==> config.mk <==
export PLATFORM = sky130hd
export DESIGN_NAME = pipe_stall_ctrl
export DESIGN_NICKNAME = d
export VERILOG_FILES = /design/src/rtl/pipe_ctrl_pkg.sv /design/src/rtl/stall_perf_counter.sv /design/src/rtl/pipe_stall_ctrl.sv
export SDC_FILE = /design/constraint.sdc
export NUM_CORES = 1
export LEC_CHECK = 0
export BUFFER_PORTS_ARGS = -buffer_cell sky130_fd_sc_hd__buf_2
export CELL_PAD_IN_SITES_DETAIL_PLACEMENT = 0
export CELL_PAD_IN_SITES_GLOBAL_PLACEMENT = 1
export CORE_UTILIZATION = 36
export DETAILED_ROUTE_END_ITERATION = 12
export GPL_ROUTABILITY_DRIVEN = 1
export PLACE_DENSITY_LB_ADDON = 0.12
export SLEW_MARGIN = 20
export SYNTH_ARGS = -nofsm -noshare
export SYNTH_HDL_FRONTEND = slang
export SYNTH_HIERARCHICAL = 1
export SYNTH_SLANG_ARGS = --single-unit
==> constraint.sdc <==
create_clock -name Clk -period 2.7 [get_ports Clk]
set_input_delay 0.27 -clock Clk [delete_from_list [all_inputs] [get_ports Clk]]
set_output_delay 0.27 -clock Clk [all_outputs]
set_load 0.005 [all_outputs]
==> src/rtl/pipe_ctrl_pkg.sv <==
// Shared types and constants for the pipeline stall controller.
package pipe_ctrl_pkg;

    // Controller state: normal flow, or holding a multiply in EX.
    typedef enum logic [0:0] {
        RUN      = 1'b0,
        MUL_WAIT = 1'b1
    } state_t;

    // Default total EX occupancy of a multiply, in cycles.
    localparam int unsigned MUL_LAT_DEF = 4;

    // Width of the multiply down-counter for the default latency.
    localparam int unsigned CNT_W = $clog2(MUL_LAT_DEF);

    // Architectural zero register; never a real dependency.
    localparam logic [4:0] REG_ZERO = 5'd0;

    // Load-use hazard: the load in EX writes a register the ID instruction reads.
    function automatic logic load_use_hit(
        input logic       mem_read,
        input logic [4:0] ex_rt,
        input logic [4:0] id_rs,
        input logic [4:0] id_rt
    );
        return mem_read && (ex_rt != REG_ZERO) && ((ex_rt == id_rs) || (ex_rt == id_rt));
    endfunction

endpackage

==> src/rtl/stall_perf_counter.sv <==
// Saturating count of stalled pipeline cycles.
module stall_perf_counter #(
    parameter int unsigned WIDTH = 16
) (
    input  logic             clk,
    input  logic             rst_n,
    input  logic             inc,
    output logic [WIDTH-1:0] count
);

    // Count up on each stalled cycle, holding once all ones is reached.
    always_ff @(posedge clk or negedge rst_n) begin
        if (!rst_n) begin
            count <= '0;
        end else if (inc && (count != {WIDTH{1'b1}})) begin
            count <= count + {{(WIDTH-1){1'b0}}, 1'b1};
        end
    end

endmodule

==> src/rtl/pipe_stall_ctrl.sv <==
// Stall/flush sequencing for the 5-stage pipeline: multi-cycle multiply in EX,
// load-use bubbles and MEM-stage branch redirects.
module pipe_stall_ctrl
    import pipe_ctrl_pkg::*;
#(
    parameter int unsigned MUL_LAT  = MUL_LAT_DEF,
    parameter int unsigned STALL_CW = 16
) (
    input  logic                Clk,
    input  logic                Reset,
    input  logic [1:0]          Branch,
    input  logic                IDEX_MemRead,
    input  logic                IDEX_RegWrite,
    input  logic                IDEX_MulOp,
    input  logic [4:0]          IDEX_Rt,
    input  logic [4:0]          IFID_Rs,
    input  logic [4:0]          IFID_Rt,
    output logic                PCWrite,
    output logic                IFIDWrite,
    output logic                IDEXWrite,
    output logic                IFIDFlush,
    output logic                IDEXFlush,
    output logic                EXMEMFlush,
    output logic                MulBusy,
    output logic [STALL_CW-1:0] StallCycles
);

    // Counter width sized for this instance's latency (max load value MUL_LAT-2).
    localparam int unsigned CW = (MUL_LAT > 2) ? $clog2(MUL_LAT) : 1;
    localparam logic [CW-1:0] CNT_LOAD = CW'(MUL_LAT - 2);

    state_t        state;
    logic [CW-1:0] cnt;

    logic redirect;
    logic mul_entry;
    logic load_use;

    assign redirect  = (Branch != 2'b00);
    assign mul_entry = (state == RUN) && IDEX_MulOp && IDEX_RegWrite;
    assign load_use  = load_use_hit(IDEX_MemRead, IDEX_Rt, IFID_Rs, IFID_Rt);

    // Prioritised Mealy decode of the write enables and flush strobes.
    always_comb begin
        PCWrite    = 1'b1;
        IFIDWrite  = 1'b1;
        IDEXWrite  = 1'b1;
        IFIDFlush  = 1'b0;
        IDEXFlush  = 1'b0;
        EXMEMFlush = 1'b0;
        if (!Reset) begin
            PCWrite    = 1'b0;
            IFIDWrite  = 1'b0;
            IDEXWrite  = 1'b0;
            IFIDFlush  = 1'b1;
            IDEXFlush  = 1'b1;
            EXMEMFlush = 1'b1;
        end else if (redirect) begin
            // Everything younger than the branch, including a pending multiply, dies.
            IFIDFlush  = 1'b1;
            IDEXFlush  = 1'b1;
            EXMEMFlush = 1'b1;
        end else if (mul_entry || ((state == MUL_WAIT) && (cnt != '0))) begin
            // Freeze front end and EX; feed bubbles into MEM behind the multiply.
            PCWrite    = 1'b0;
            IFIDWrite  = 1'b0;
            IDEXWrite  = 1'b0;
            EXMEMFlush = 1'b1;
        end else if (state == MUL_WAIT) begin
            // Release cycle: multiply advances to MEM with default strobes.
        end else if (load_use) begin
            PCWrite   = 1'b0;
            IFIDWrite = 1'b0;
            IDEXFlush = 1'b1;
        end
    end

    // FSM: hold a multiply in EX for MUL_LAT cycles; redirects always win.
    always_ff @(posedge Clk or negedge Reset) begin
        if (!Reset) begin
            state <= RUN;
            cnt   <= '0;
        end else if (redirect) begin
            state <= RUN;
            cnt   <= '0;
        end else if (mul_entry) begin
            state <= MUL_WAIT;
            cnt   <= CNT_LOAD;
        end else if (state == MUL_WAIT) begin
            if (cnt != '0) begin
                cnt <= cnt - CW'(1);
            end else begin
                state <= RUN;
            end
        end
    end

    assign MulBusy = (state == MUL_WAIT);

    stall_perf_counter #(
        .WIDTH (STALL_CW)
    ) u_stall_cnt (
        .clk   (Clk),
        .rst_n (Reset),
        .inc   (~PCWrite),
        .count (StallCycles)
    );

endmodule

**Yosys cells after proc, flatten, opt, wreduce, memory -nomap -nowiden**

Cells that the tools add are included.

- Bits in registers: 19
- Bits of input ports: 22

- Add/subtract/negate cells: 2
- Eq/ne operators: 3
- Mux-type cells: 26
- Bitwise gates (word level): 2
- Reductions and logical operators: 14

Operator list:

| operator | number |
|---|---|
| $mux W1 | 22 |
| $add A16 B1 Y16 const B | 1 |
| $ne A16 B16 Y1 const B | 1 |
| $eq A5 B5 Y1 | 2 |
| $mux W2 | 4 |
| $logic_and A1 B1 Y1 | 6 |
| $reduce_bool A3 Y1 | 2 |
| $reduce_bool A5 Y1 | 1 |
| $reduce_bool A2 Y1 | 2 |
| $logic_or A1 B1 Y1 | 2 |
| $not A1 Y1 | 2 |
| $reduce_and A2 Y1 | 1 |
| $sub A2 B1 Y2 const B | 1 |

**Longest topological paths before layout**

- Depth in word-level cells: 10
- Depth in mapped cells: 10
- Mapped depth without buffers: 10

**Modules after synthesis**

The synthesis kept the hierarchy.

By module, submodules not included:

| module | instances | cells each | area each (um^2) | sequential area each (um^2) |
|---|---|---|---|---|
| stall_perf_counter | 1 | 72 | 859.6 | 400.4 |
| pipe_stall_ctrl | 1 | 41 | 327.8 | 75.1 |

**Least setup slack after synthesis**

No wires, ideal clock.

- Path kind: register to register
- Start point: reg cnt[0]
- End point: reg u_stall_cnt.count[7]
- Data arrival time: 2.076 ns
- Slack: 0.492 ns
- Stages on the path, launching flop included: 11
- Path buffers: 0
- Clock period less this slack: 2.208 ns
- Cells stage by stage: dfrtp_1 > inv_1 > ha_1 > nor2b_1 > a31oi_1 > o21a_1 > o21ai_0 > and3_1 > and4_2 > a31oi_1 > a31oi_1

- Longest elaborated chain between the ends: 8

RTL lines:

| item | line | text |
|---|---|---|
| start: declaration | pipe_stall_ctrl.sv:33 | `logic [CW-1:0] cnt;` |
| start signal: assignment | pipe_stall_ctrl.sv:91 | `cnt <= cnt - CW'(1);` |
| $reduce_bool A2 Y1 | pipe_stall_ctrl.sv:63 | `end else if (mul_entry \|\| ((state == MUL_WAIT) && (cnt != '0))) begin` |
| $logic_and A1 B1 Y1 | pipe_stall_ctrl.sv:63 |  |
| $logic_or A1 B1 Y1 | pipe_stall_ctrl.sv:63 |  |
| $mux W1 | pipe_stall_ctrl.sv:63 |  |
| $mux W1 | pipe_stall_ctrl.sv:58 | `end else if (redirect) begin` |
| $mux W1 | pipe_stall_ctrl.sv:51 | `if (!Reset) begin` |
| $not A1 Y1 | pipe_stall_ctrl.sv:105 | `.inc (~PCWrite),` |
| $logic_and A1 B1 Y1 | stall_perf_counter.sv:15 | `end else if (inc && (count != {WIDTH{1'b1}})) begin` |
| end signal: assignment | stall_perf_counter.sv:16 | `count <= count + {{(WIDTH-1){1'b0}}, 1'b1};` |
| end: declaration | stall_perf_counter.sv:8 | `output logic [WIDTH-1:0] count` |

Every way passes these cells.
A chain may end at the register's enable or synchronous reset.

**Worst setup path after layout**

- Start point: reg cnt[0]
- End point: reg u_stall_cnt.count[14]

The elaborated chain is that of the path after synthesis.

==> flow_summary.ini <==
[synth]
syn-num-nets = 137
synth.avg_cell_area_sq_um = 10.5
synth-seq-cells = 19
synth-async-reset-ratio_pct = 100
syn_area_sq_um = 1190
yosysWarnings = 6
postSynthCellCount = 113
ys.flop_type = dfrtp_1
yosysTopAreaCell = dfrtp_1
synth_top_area_share_pct = 40.0
yosys-top-cells-area = dfrtp_1, xor2_1, o21a_1, nand4_1, xnor2_1
yosysUniqueCellTypes = 38
synth-edff-count = 0
ys_seq_area_share_pct = 40.0

[pwr]
netSwitchingFraction_pct = 35.2
p_leak_nw = 0.706
intPower_w = 0.000498
p_clk_share_pct = 18.1
switching_power_w = 0.000270
combPwrFrac_pct = 28.8
ir_worst_vdd_mv = 0.326
seqPwrFrac_pct = 53.1
powerDensity_nw_per_um2 = 509

[hold_path]
worstHoldStart = Branch[1]
holdPathEnd = cnt[0]
worstHoldPathCells = 3
min_path_type = in2reg

[critical_path]
critPathBufInv = 1
reg2reg_from = cnt[0]
worst_r2r_path_depth = 10
cpLargestDelayFamily = simple AND/OR/NAND/NOR gates
path_class = reg2reg
slowest_stage = dfrtp_1
cp.required_ns = 2.88
path_cells = inv_1, ha_1, nor2b_1, a31oi_1, o21a_1, o21ai_0, nand2_1, nor4_4, nand4_1, xnor2_1
slowest_delay_ns = 0.37
rrSetupSlack_ns = 0.39
worstPathMaxFanout = 5
worstPathArrival_ns = 2.49
rr_endpoint = u_stall_cnt/count[14]
cp-start-kind = flop
crit_path_end_kind = flop

[detailed_routing]
wl_microns = 2560
drc = 0
drtIter0Drc = 28
first_pass_iters = 4
vias = 1054
via_per_inst = 5.09
wl_per_cell_microns = 12.4
antenna_left = 0

[clock_network]
cts_setup_buffers = 0
htree_num_levels = 1
cts.sinks = 19
clock_latency_ns = 0.29
clockBufferDepth = 2
path_clk_slew_ns = 0.11
cts_tree = done
numCtsBuffers = 3
cts_root_buf = clkbuf_4

[grt]
grt_pass1_vias = 969
grt_max_degree = 22
grt_usage_pct = 16.0
grt_pass1_wl_microns = 4290
antenna_found_initial = 0
grt_overflow = 0

[finish]
drive_gt1_share_pct = 37.4
area_growth_syn_to_layout_pct = 27.0
stdcell_area_sq_um = 1510
fin_nets = 188
diodes = 0
regArea_sq_um = 475
multi_input_area_sq_um = 693
nFillCells = 339

[place]
dp_hpwl_microns = 2060
gp_congestion = 0.724
placed_cell_area_sq_um = 1470
portBuffers = 44

[floorplan]
ios = 45
die_x_microns = 59.4
placementRows = 20
start_util_pct = 38.3
die_h_microns = 59.4
die-area_sq_um = 3530
core-area_sq_um = 3100

[timing]
finalSetupViolCount = 0
fmax_ghz = 0.433
finalSetupTns_ns = 0
relSlewSlack_pct = 57.3
final-max-slew-violation-count = 0
period_needed_ns = 2.31
layout_worst_path_cycle_share_pct = 85.5
worstMarginPinSlew_ns = 0.633
rsz0062_at_grt = no
finalClockSkew_ns = 0.00655
timing.final.hold_violations = 0

[flow_run]
cap_violations = 0

[status]
status = completed
-- worst max-delay path by stage --
stage                          start  depth (start not counted)  slack (ns)                    end
after CTS                     cnt[0]                         10        0.39   u_stall_cnt/count[5]
after floorplan               cnt[0]                         10        0.49   u_stall_cnt/count[7]
final                         cnt[0]                         10        0.39  u_stall_cnt/count[14]
after global placement    IDEX_Rt[0]                          9        0.33   u_stall_cnt/count[7]
after detailed placement  IDEX_Rt[2]                          9        0.27   u_stall_cnt/count[5]
after global routing          cnt[0]                         10        0.16   u_stall_cnt/count[7]
-- tightest hold or removal path, cell delays in order --
cell and delay (ns):
buf_2 0.08, or2_2 0.13, nor2_1 0.05
-- final cells by class --
cell class,count,area share (%)
Clock buffer,3,1.49
Sequential cell,19,31.5
Inverter,3,0.747
Tap cell,44,3.65
Timing Repair Buffer,47,16.3
Clock inverter,1,0.332
Multi-Input combinational cell,90,46.0
-- synthesized netlist by cell type (all sizes together) (4+ instances only) --
| library cell | count |
|---|---|
| nand3 | 7 |
| xor2 | 12 |
| dfrtp | 19 |
| xnor2 | 5 |
| nand2 | 7 |
| a31oi | 4 |
| o21a | 7 |
| nand4 | 10 |
| nor2 | 8 |
-- through the flow --
stage | hold slack [ns] | total power, W | cells | utilization (%) | setup WS [ns]
floorplan | -0.0256 | 0.000528 | 113 | - | 0.492
global placement | 0.274 | 0.000629 | 202 | 47.4 | 0.334
detailed placement | 0.279 | 0.000639 | 202 | 47.4 | 0.273
CTS | 0.254 | 0.000784 | 207 | 48.6 | 0.387
global route | 0.266 | 0.000838 | 207 | 48.6 | 0.158
finish | 0.268 | 0.000768 | 207 | 48.6 | 0.392
-- state kept, by name (all words and copies together), names as in the netlist --
name	cells
u_stall_cnt/count	16
MulBusy	1
cnt	2
-- per-layer routing --
metal	global-route usage (%)	vias to the layer above	share of wire, %
li1	-	527	-
met1	22.5	488	51
met2	25.0	37	44
met3	3.93	2	4.9
met4	3.06	0	0.39
met5	0	-	0
-- cells in the final DEF, fill, tap and decap left out, types with 2 or more instances in the layout --
| cell type | Yosys | final |
|---|---|---|
| a21oi_1 | 3 | 3 |
| nand4_1 | 8 | 8 |
| buf_2 | 0 | 44 |
| and3_1 | 2 | 2 |
| nand3_1 | 6 | 6 |
| buf_4 | 1 | 2 |
| dfrtp_1 | 19 | 19 |
| nor3_1 | 2 | 2 |
| o21ai_0 | 2 | 2 |
| ha_1 | 2 | 2 |
| o21a_1 | 7 | 7 |
| clkbuf_4 | 0 | 3 |
| nand2_1 | 7 | 7 |
| xor2_1 | 12 | 12 |
| a31oi_1 | 4 | 4 |
| xnor2_1 | 5 | 5 |
| nor2_1 | 7 | 7 |
| inv_1 | 3 | 3 |
| nor4_4 | 2 | 2 |
-- kinds of logic (layout without fill, tap and decap cells) --
kind of cell	after synthesis	count (layout)	synth area share (%)
AO/OA/AOI/OAI	23	23	14.6
AND/OR/NAND/NOR	46	46	27.3
multiplexers	2	2	1.79
buffers and inverters	4	54	1.58
flip-flops	19	19	40.0
adder cells (fa/ha/maj)	2	2	2.11
XOR/XNOR	17	17	12.5
-- power by group through the flow --
stage / Sequential (W) / Clock [W] / Combinational [W]
floorplan: 0.000407 / 0 / 0.000120
global placement: 0.000409 / 0 / 0.000220
detailed placement: 0.000415 / 0 / 0.000224
CTS: 0.000409 / 0.000149 / 0.000225
global route: 0.000420 / 0.000166 / 0.000252
finish: 0.000408 / 0.000139 / 0.000221
-- what timing repair did --
action,4_1_cts,5_1_grt
gates resized for setup,0,0
hold buffers,1,0
endpoints found under the hold margin,19,0
Power figures use the tool's default switching activity.
